**config.mk**
```make
export PLATFORM = sky130hd
export DESIGN_NAME = feistel_cipher_iter_flat
export DESIGN_NICKNAME = d
export VERILOG_FILES = /design/src/rtl/feistel_cipher_iter_pkg.sv /design/src/rtl/feistel_cipher_iter_if.sv /design/src/rtl/feistel_cipher_iter_round_comb.sv /design/src/rtl/feistel_cipher_iter.sv /design/src/flat_wrapper.sv
export SDC_FILE = /design/constraint.sdc
export NUM_CORES = 1
export LEC_CHECK = 0
export BUFFER_PORTS_ARGS = -buffer_cell sky130_fd_sc_hd__buf_2
export CAP_MARGIN = 10
export CORE_MARGIN = 2
export CORE_UTILIZATION = 40
export CTS_CLUSTER_DIAMETER = 150
export DETAILED_ROUTE_END_ITERATION = 6
export PLACE_DENSITY_LB_ADDON = 0.05
export SLEW_MARGIN = 20
export SYNTH_ARGS = -nofsm -noshare
export SYNTH_HDL_FRONTEND = slang
export SYNTH_SLANG_ARGS = --single-unit
```
**constraint.sdc**
```tcl
create_clock -name clk -period 14.3 [get_ports clk]
set_clock_uncertainty 0.15 [all_clocks]
set_input_delay 3.575 -clock clk [delete_from_list [all_inputs] [get_ports clk]]
set_output_delay 3.575 -clock clk [all_outputs]
set_load 0.02 [all_outputs]
```
**src/rtl/feistel_cipher_iter_pkg.sv**
```systemverilog
// -----------------------------------------------------------------------------
// feistel_pkg
// Shared types and pure helper functions for the iterative Feistel cipher.
//   state_t    : controller states (IDLE, BUSY, DONE)
//   MODE_ENC/DEC : values of the mode bit
//   rotl_h     : left rotate inside an h-bit field
//   round_key  : K_i = rotl(key, i mod h) ^ i (i truncated to h bits)
//   round_f    : F(R, K) = (R + K) ^ rotl(R, rot), all modulo 2^h
// The functions work on a MAX_H-wide carrier so one definition serves every
// half-width; callers pass the half width h as a constant and keep the low h
// bits of the result.
// -----------------------------------------------------------------------------
package feistel_pkg;

   localparam int MAX_H = 64;

   typedef enum logic [1:0] {
      IDLE = 2'd0,
      BUSY = 2'd1,
      DONE = 2'd2
   } state_t;

   localparam logic MODE_ENC = 1'b0;
   localparam logic MODE_DEC = 1'b1;

   typedef logic [MAX_H-1:0] word_t;

   function automatic word_t mask_h(input int h);
      if (h >= MAX_H) return '1;
      return (word_t'(1) << h) - word_t'(1);
   endfunction

   function automatic word_t rotl_h(input word_t x, input int amt, input int h);
      word_t xm;
      xm = x & mask_h(h);
      // A zero rotate would otherwise shift right by the full field width.
      if (amt == 0) return xm;
      return ((xm << amt) | (xm >> (h - amt))) & mask_h(h);
   endfunction

   function automatic word_t round_key(input word_t key, input int i, input int h);
      return rotl_h(key, i % h, h) ^ (word_t'(i) & mask_h(h));
   endfunction

   function automatic word_t round_f(input word_t r, input word_t k, input int rot, input int h);
      return ((r + k) ^ rotl_h(r, rot, h)) & mask_h(h);
   endfunction

endpackage

```
**src/rtl/feistel_cipher_iter_if.sv**
```systemverilog
// -----------------------------------------------------------------------------
// feistel_cipher_iter_if
// Block input and result output of the Feistel core.
//   in_valid/in_ready  : input block handshake
//   in_data/key/mode   : block, half-width key, 0 = encrypt / 1 = decrypt
//   out_valid/out_ready: result handshake
//   out_data           : result block
// Handshake: a transfer happens on a rising clk edge where valid and ready are
// both high. The source holds valid and its payload until that edge; ready may
// depend on state only, never on valid.
// master = block source / result sink, slave = cipher core.
// -----------------------------------------------------------------------------
interface feistel_cipher_iter_if #(
   parameter int DATA_W = 32
);
   logic                  in_valid;
   logic                  in_ready;
   logic [DATA_W-1:0]     in_data;
   logic [DATA_W/2-1:0]   in_key;
   logic                  in_mode;
   logic                  out_valid;
   logic                  out_ready;
   logic [DATA_W-1:0]     out_data;

   modport master (
      output in_valid, in_data, in_key, in_mode, out_ready,
      input  in_ready, out_valid, out_data
   );

   modport slave (
      input  in_valid, in_data, in_key, in_mode, out_ready,
      output in_ready, out_valid, out_data
   );
endinterface

```
**src/rtl/feistel_cipher_iter_round_comb.sv**
```systemverilog
// -----------------------------------------------------------------------------
// feistel_round_comb
// One combinational Feistel round with mode select.
//   l, r    : current halves
//   key     : cipher key (half width)
//   idx     : round index i
//   mode    : 0 = encrypt step, 1 = decrypt step
//   l_next, r_next : halves after the round
// Encrypt: (L, R) -> (R, L ^ F(R, K_i))
// Decrypt: (L, R) -> (R ^ F(L, K_i), L)
// -----------------------------------------------------------------------------
module feistel_round_comb
   import feistel_pkg::*;
#(
   parameter int H   = 16,
   parameter int ROT = 3,
   parameter int IW  = 5
) (
   input  logic [H-1:0]  l,
   input  logic [H-1:0]  r,
   input  logic [H-1:0]  key,
   input  logic [IW-1:0] idx,
   input  logic          mode,
   output logic [H-1:0]  l_next,
   output logic [H-1:0]  r_next
);

   logic [H-1:0] k;
   logic [H-1:0] f_in;
   logic [H-1:0] f;

   always_comb begin
      k    = H'(round_key(word_t'(key), int'(idx), H));
      // Decrypt runs F on the left half so that each step undoes one encrypt step.
      f_in = (mode == MODE_DEC) ? l : r;
      f    = H'(round_f(word_t'(f_in), word_t'(k), ROT, H));
      if (mode == MODE_DEC) begin
         l_next = r ^ f;
         r_next = l;
      end else begin
         l_next = r;
         r_next = l ^ f;
      end
   end

endmodule

```
**src/rtl/feistel_cipher_iter.sv**
```systemverilog
// -----------------------------------------------------------------------------
// feistel_cipher_iter
// Iterative Feistel block cipher, one round per clock, runtime key and mode.
//   clk, rst   : clock (rising edge), asynchronous active-high reset
//   bus        : slave side of feistel_cipher_iter_if (input + result handshakes)
//   state_dbg  : current controller state, for observation only
// Flow: IDLE accepts a block, BUSY runs ROUNDS rounds, DONE presents the
// registered result until it is taken. Key, mode and halves are latched on
// accept, so input changes during BUSY do not affect the block in flight.
// -----------------------------------------------------------------------------
module feistel_cipher_iter
   import feistel_pkg::*;
#(
   parameter int DATA_W = 32,
   parameter int ROUNDS = 16,
   parameter int ROT    = 3
) (
   input  logic                  clk,
   input  logic                  rst,
   feistel_cipher_iter_if.slave  bus,
   output state_t                state_dbg
);

   localparam int H  = DATA_W / 2;
   localparam int CW = $clog2(ROUNDS + 1);
   localparam logic [CW-1:0] LAST_IDX = CW'(ROUNDS - 1);

   state_t            state_q;
   state_t            state_d;
   logic [H-1:0]      l_q;
   logic [H-1:0]      r_q;
   logic [H-1:0]      key_q;
   logic              mode_q;
   logic [CW-1:0]     cnt_q;
   logic [DATA_W-1:0] out_q;
   logic [H-1:0]      l_nx;
   logic [H-1:0]      r_nx;
   logic              last_round;

   feistel_round_comb #(
      .H   (H),
      .ROT (ROT),
      .IW  (CW)
   ) u_round (
      .l      (l_q),
      .r      (r_q),
      .key    (key_q),
      .idx    (cnt_q),
      .mode   (mode_q),
      .l_next (l_nx),
      .r_next (r_nx)
   );

   // Encrypt counts 0 up to ROUNDS-1, decrypt counts ROUNDS-1 down to 0.
   assign last_round = (mode_q == MODE_DEC) ? (cnt_q == '0) : (cnt_q == LAST_IDX);

   always_ff @(posedge clk or posedge rst) begin
      if (rst) state_q <= IDLE;
      else     state_q <= state_d;
   end

   always_comb begin
      state_d = state_q;
      case (state_q)
         IDLE:    if (bus.in_valid)  state_d = BUSY;
         BUSY:    if (last_round)    state_d = DONE;
         DONE:    if (bus.out_ready) state_d = IDLE;
         default:                    state_d = IDLE;
      endcase
   end

   always_ff @(posedge clk or posedge rst) begin
      if (rst) begin
         l_q    <= '0;
         r_q    <= '0;
         key_q  <= '0;
         mode_q <= MODE_ENC;
         cnt_q  <= '0;
         out_q  <= '0;
      end else begin
         case (state_q)
            IDLE: begin
               if (bus.in_valid) begin
                  l_q    <= bus.in_data[DATA_W-1:H];
                  r_q    <= bus.in_data[H-1:0];
                  key_q  <= bus.in_key;
                  mode_q <= bus.in_mode;
                  cnt_q  <= (bus.in_mode == MODE_DEC) ? LAST_IDX : '0;
               end
            end
            BUSY: begin
               l_q <= l_nx;
               r_q <= r_nx;
               if (last_round) begin
                  // No final swap: the result is the halves as the last round leaves them.
                  out_q <= {l_nx, r_nx};
               end else if (mode_q == MODE_DEC) begin
                  cnt_q <= cnt_q - CW'(1);
               end else begin
                  cnt_q <= cnt_q + CW'(1);
               end
            end
            default: ;
         endcase
      end
   end

   assign bus.in_ready  = (state_q == IDLE);
   assign bus.out_valid = (state_q == DONE);
   assign bus.out_data  = out_q;
   assign state_dbg     = state_q;

endmodule

```
**src/flat_wrapper.sv**
```systemverilog
// flat-port wrapper written by rule: the top's interface ports become plain ports
module feistel_cipher_iter_flat import feistel_pkg::*;
#(
   parameter int DATA_W = 32,
   parameter int ROUNDS = 16,
   parameter int ROT    = 3
)
  (clk, rst, state_dbg, bus_in_valid, bus_in_data, bus_in_key, bus_in_mode, bus_out_ready, bus_in_ready, bus_out_valid, bus_out_data);
  feistel_cipher_iter_if #(.DATA_W(DATA_W)) bus_i ();
  input  logic clk;
  input  logic rst;
  output state_t state_dbg;
  input wire logic [$bits(bus_i.in_valid)-1:0] bus_in_valid;
  input wire logic [$bits(bus_i.in_data)-1:0] bus_in_data;
  input wire logic [$bits(bus_i.in_key)-1:0] bus_in_key;
  input wire logic [$bits(bus_i.in_mode)-1:0] bus_in_mode;
  input wire logic [$bits(bus_i.out_ready)-1:0] bus_out_ready;
  output wire logic [$bits(bus_i.in_ready)-1:0] bus_in_ready;
  output wire logic [$bits(bus_i.out_valid)-1:0] bus_out_valid;
  output wire logic [$bits(bus_i.out_data)-1:0] bus_out_data;
  assign bus_i.in_valid = bus_in_valid;
  assign bus_i.in_data = bus_in_data;
  assign bus_i.in_key = bus_in_key;
  assign bus_i.in_mode = bus_in_mode;
  assign bus_i.out_ready = bus_out_ready;
  assign bus_in_ready = bus_i.in_ready;
  assign bus_out_valid = bus_i.out_valid;
  assign bus_out_data = bus_i.out_data;
  feistel_cipher_iter #(.DATA_W(DATA_W), .ROUNDS(ROUNDS), .ROT(ROT)) u_core (.clk(clk), .rst(rst), .bus(bus_i), .state_dbg(state_dbg));
endmodule
```
**Yosys cells after proc, flatten, opt, wreduce, memory -nomap -nowiden**

Cells that the tools add are included.

- Bits of input ports: 53
- Bits in registers: 88

- Shift-type cells: 2
- Equal/unequal tests: 7
- Bitwise operators: 6
- Reduce and logical (&&, ||, !) cells: 9
- Multiplexer cells: 20
- Add/subtract/negate cells: 4

Operators by type and width:

| kind | count |
|---|---|
| 16-bit two-way mux | 7 |
| 16-bit one-hot mux with 2 select lines | 2 |
| 16-bit bitwise XOR | 3 |
| 32-bit zero test | 1 |
| 16-bit by 32-bit >> shifter with 16-bit output | 1 |
| 16-bit adder | 1 |
| 16-bit bitwise OR | 1 |
| 16-bit by 3-bit bitwise OR with 16-bit output | 1 |
| 16-bit by 4-bit << shifter with 16-bit output | 1 |
| 16-bit by 5-bit bitwise XOR with 16-bit output | 1 |
| 5-bit two-way mux | 3 |
| 5-bit one-hot mux with 2 select lines | 1 |
| 2-bit two-way mux | 3 |
| 2-bit inequality test, second input constant | 3 |
| 2-bit one-hot mux with 3 select lines | 1 |
| 2-bit AND reduction | 3 |
| 3-bit AND reduction | 2 |
| 5-bit by 4-bit subtractor with 6-bit output, first input constant | 1 |
| 5-bit by 1-bit adder with 5-bit output, second input constant | 1 |
| 5-bit by 4-bit equality test with 1-bit output, second input constant | 1 |
| 5-bit zero test | 1 |
| 5-bit by 1-bit subtractor with 5-bit output, second input constant | 1 |
| 4-bit two-way mux | 1 |
| 2-bit by 1-bit equality test with 1-bit output, second input constant | 1 |
| 5 further kinds | 6 |

**Logic depth before layout (Yosys ltp)**

- Depth after elaboration: 10
- Mapped depth: 21
- Mapped depth without buffers: 19

**By module**

Synthesis repeated with hierarchy kept, for this count alone.

- Cells, all modules: 808
- Area total of the unflattened synthesis: 7180.6 um^2

Modules (own cells, without submodules):

| module | instances | area each (um^2) | cells an instance |
|---|---|---|---|
| feistel_cipher_iter | 1 | 3918.8 | 360 |
| feistel_round_comb | 1 | 3261.9 | 448 |

**Worst setup path after synthesis**

Ideal clock, no wire load.

- Path kind: input to register
- Start point: in bus_in_valid
- End point: reg u_core.l_q[10]
- Data arrival time: 4.784 ns
- Cell stages on the path: 6
- Library setup time: 0.077 ns
- Required time: 14.073 ns
- Buffers on the path: 3
- Path slack: 9.289 ns
- Cells stage by stage: and2_1 > clkbuf_1 > clkbuf_1 > buf_1 > a211oi_1 > a21oi_1

- Cells in the longest elaborated chain, start to end: 2

Ends and longest elaborated chain:

| what | RTL line | RTL |
|---|---|---|
| start: declaration | flat_wrapper.sv:13 | `input wire logic [$bits(bus_i.in_valid)-1:0] bus_in_valid;` |
| 2-bit inequality test (no line) | -- |  |
| 2-bit AND reduction (no line) | -- |  |
| end signal: assignment | feistel_cipher_iter.sv:84 | `l_q <= bus.in_data[DATA_W-1:H];` |
| end signal: assignment | feistel_cipher_iter.sv:92 | `l_q <= l_nx;` |
| end: declaration | feistel_cipher_iter.sv:30 | `logic [H-1:0] l_q;` |

No other way between the ends.
A chain may end at the register's enable or synchronous reset.

**Final worst setup path**

- Start point: reg u_core.cnt_q[1]
- End point: reg u_core.out_q[8] (netlist: u_core.bus.out_data[8])

- Cells in the longest elaborated chain, start to end: 9
- Elaborated cells on any way between the ends: 16
- Those cells by class: add/sub: 2; eq/ne: 1; shift: 2; mux: 4; bitwise: 4; reduce/logical: 3

Ends and longest elaborated chain:

| what | RTL line | RTL |
|---|---|---|
| start: declaration | feistel_cipher_iter.sv:34 | `logic [CW-1:0] cnt_q;` |
| start signal: assignment | feistel_cipher_iter.sv:88 | `cnt_q <= (bus.in_mode == MODE_DEC) ? LAST_IDX : '0;` |
| start signal: assignment | feistel_cipher_iter.sv:98 | `cnt_q <= cnt_q - CW'(1);` |
| start signal: assignment | feistel_cipher_iter.sv:100 | `cnt_q <= cnt_q + CW'(1);` |
| 5-bit by 4-bit subtractor with 6-bit output | feistel_cipher_iter_pkg.sv:38 | `return ((xm << amt) \| (xm >> (h - amt))) & mask_h(h);` |
| 16-bit by 32-bit >> shifter with 16-bit output | feistel_cipher_iter_pkg.sv:38 |  |
| 16-bit bitwise OR | feistel_cipher_iter_pkg.sv:38 |  |
| 16-bit two-way mux | feistel_cipher_iter_pkg.sv:38 |  |
| 16-bit by 5-bit bitwise XOR with 16-bit output | feistel_cipher_iter_pkg.sv:42 | `return rotl_h(key, i % h, h) ^ (word_t'(i) & mask_h(h));` |
| 16-bit adder | feistel_cipher_iter_pkg.sv:46 | `return ((r + k) ^ rotl_h(r, rot, h)) & mask_h(h);` |
| 16-bit bitwise XOR | feistel_cipher_iter_pkg.sv:46 |  |
| 16-bit bitwise XOR | feistel_cipher_iter_round_comb.sv:42 | `r_next = l ^ f;` |
| 16-bit two-way mux | feistel_cipher_iter_round_comb.sv:37 | `if (mode == MODE_DEC) begin` |
| end signal: assignment | feistel_cipher_iter.sv:96 | `out_q <= {l_nx, r_nx};` |
| end: declaration | feistel_cipher_iter.sv:35 | `logic [DATA_W-1:0] out_q;` |

Parallel ways exist; a longest one is shown, timed or not.

==> results.md <==
- Run status: complete, no violations
- GPL Wtd Cong: between 0.8 and 0.9
- DP Wirelength: 14.34 mm
- Rows: 48
- Mapped Cells: ~770
- Synth Area in Simple Gates: 0.1454
- Fin crit period: 6251 ps
- Final hold vios: 0
- Non-filler cells, final: about 1,100
- DRT Pass-1 Iters: 4
- Largest family of logic cells by synthesized area: compound AO/OA/AOI/OAI gates
- Worst-skew pair later-pin latency: about 350 ps
- Fmax: between 150 and 200 MHz
- Die ar.: between 15,000 and 20,000 um2
- Post-CTS setup buffers: 0
- Final setup viols: 0
- Min-delay src: u_core.bus.out_data[22]
- Fraction of the mapped netlist area in adder cells: 0.04206
- Fill cells: approximately 1,700
- DRC viols: 0
- Syn_area_per_cell: about 9 um2
- Syn Nets: between 800 and 900
- Clk root buf: clkbuf_16
- HP Class: reg2reg
- R2R depth: 18
- Cell variety after synth: 68
- Die width: around 140 um
- Initial core utilization: 0.4046
- Share of layout cells above drive strength 1: 0.2138
- Crit path arrival time: around 6300 ps
- Critical Path End Type: flip-flop
- Worst reg2reg path startpoint: u_core.cnt_q[1]
- Yosys reg bits: between 80 and 90
- DRT Wirelength: just under 20 mm
- Antenna cells: 0
- Nets: 898
- Vias in the first global route: about 5,700
- Overall Global Routing Usage: 0.2242
- Final setup TNS: 0 ps
- Global route overflow: 0
- Ys flop type: dfrtp_1
- Hold buffers post-CTS: 0
- Post-synth EDFFs: 0
- First-pass GRT wire length: 31.61 mm
- Wire per inst: 18.72 um
- Antenna-violating nets left: 0
- Placeable Area: approximately 17,000 um2
- Critical Path RT: ~14,000 ps
- XOR/XNOR Fraction of Synth Area: 0.1010
- Initial drt markers: 384
- CTS max path bufs: 2
- CP Launch Type: flip-flop
- Slew Limit Headroom: 0.3230
- H-tree depth: 3
- TritonCTS Buffers: 9
- Resize count post-CTS: 0
- IO Port Bufs: 88
- Tcrit/Tclk final: 0.4371
- Crit path from: u_core.cnt_q[1]
- Post-Synthesis Cell Area: 6902 um2
- CP max FO: 26
- Die Y: roughly 140 um
- Post-synthesis compound-gate area fraction: 0.2085
- RSZ-0062 raised after global routing: false
- Worst-path clk slew: approximately 70 ps
- YS warnings: 0
- Initial antenna violation count: 0
- CTS sink count: just under 90
- MaxCap Viol Count: 0
- Register area share after synthesis: 0.3191
- I/O pin cnt: between 80 and 90
- Most frequent cells in the layout: 88 x buf_2, 87 x dfrtp_1, 75 x a21oi_1
- Commonest non-fill, non-tap cell in the layout: buf_2
- CTS tree: done
- Vias per cell: roughly 5.5
- Layout area overhead: 11.37%
- Fin. max-slew vios: 0
- Main area contributors after synthesis: dfrtp_1 32%, xnor2_1 6.1%, mux2_2 6.0%
- Area share of the leading cell type in the synthesized netlist: 0.3191
- Async SR Flop Fraction: 1.000
- Via count: just under 6,000
- Mux cell area share after synthesis: 0.1343
- WS Path Type: reg2reg
- Largest net degree at the start of global routing: 84
- Measured slew at the worst slew-check pin: 1012 ps
- Hold path cells: 2
- Cell taking the most area after synthesis: dfrtp_1
- Placed insts: between 1,000 and 1,500
-- flip-flops by register name, indices dropped and copies added, names as in the netlist --
| signal | flops |
|---|---|
| u_core.bus.out_data | 32 |
| u_core.cnt_q | 5 |
| u_core.key_q | 16 |
| u_core.l_q | 16 |
| u_core.mode_q | 1 |
| u_core.r_q | 16 |
| u_core.state_dbg | 2 |
-- worst paths after layout --
check | end | slack, ps
setup / recovery | u_core.bus.out_data[8] | 8050
hold / removal | u_core.bus.out_data[22] | 330
setup reg to reg | u_core.bus.out_data[8] | 8050
hold reg to reg | u_core.bus.out_data[22] | 330
max in group asynchronous | u_core.bus.out_data[8] | 9730
min in group asynchronous | u_core.cnt_q[2] | 3140
-- critical path: stages (launching register included) --
cell and delay [ps]:
dfrtp_1 890, clkinv_1 520, ha_1 950, o21ai_0 380, mux2i_1 310, nand2_1 110, o22ai_1 150, o21ai_0 120
xnor2_1 170, ha_1 240, fa_1 430, a211oi_1 300, nor3_1 100, o31a_1 310, nor2_1 180, xnor3_4 340
nand2_1 100, xor2_1 200, o21ai_0 100
-- cells in the mapped netlist (all sizes together), types with 8 or more instances --
cell type and number:
buf 18, nor3 11, mux2 37, clkbuf 32
o211ai 8, nor2 52, nor2b 39, a31oi 9
nand2 68, xor2 16, xnor2 50, mux4 8
nand3 9, mux2i 33, dfrtp 88, o21ai 69
ha 20, a211oi 36, a21oi 78, inv 15
-- area by class of cell --
type	count	area, um2	area share
Sequential cell	88	2203	0.2867
Clock buffer	10	229.0	0.02979
Clock inverter	6	50.05	0.006511
Multi-Input combinational cell	613	4368	0.5683
Timing Repair Buffer	95	493.0	0.06414
Inverter	16	61.31	0.007977
Tap cell	225	281.5	0.03663
-- per-layer routing --
metal | up-vias | global-route usage | wire [um]
li1 | 2867 | - | -
met1 | 2762 | 0.3321 | 9965
met2 | 156 | 0.3381 | 8546
met3 | 20 | 0.03068 | 878
met4 | 0 | 0.07176 | 319
met5 | - | 0 | 0
-- per-stage QoR --
step                worst slack, ps  hold WS [ps]  utilization  instance area (um2)
finish                         8049         326.8       0.4506                 7686
global placement               8146         307.6       0.4343                 7407
detailed placement             8041         315.7       0.4343                 7407
global route                   7393         358.4       0.4506                 7686
CTS                            8023         332.5       0.4506                 7686
floorplan                      8296         396.6            -                 6902
-- cells by family after synthesis --
kind of cell    count (synthesis)
compound gates                236
simple gates                  207
flops                          88
mux                            78
xor+xnor                       70
buf+inv                        66
fa+ha+maj                      22
Power is left out: the tool's default activity adds up to more than one toggle a clock period on the data nets, which glitch-free logic cannot reach.
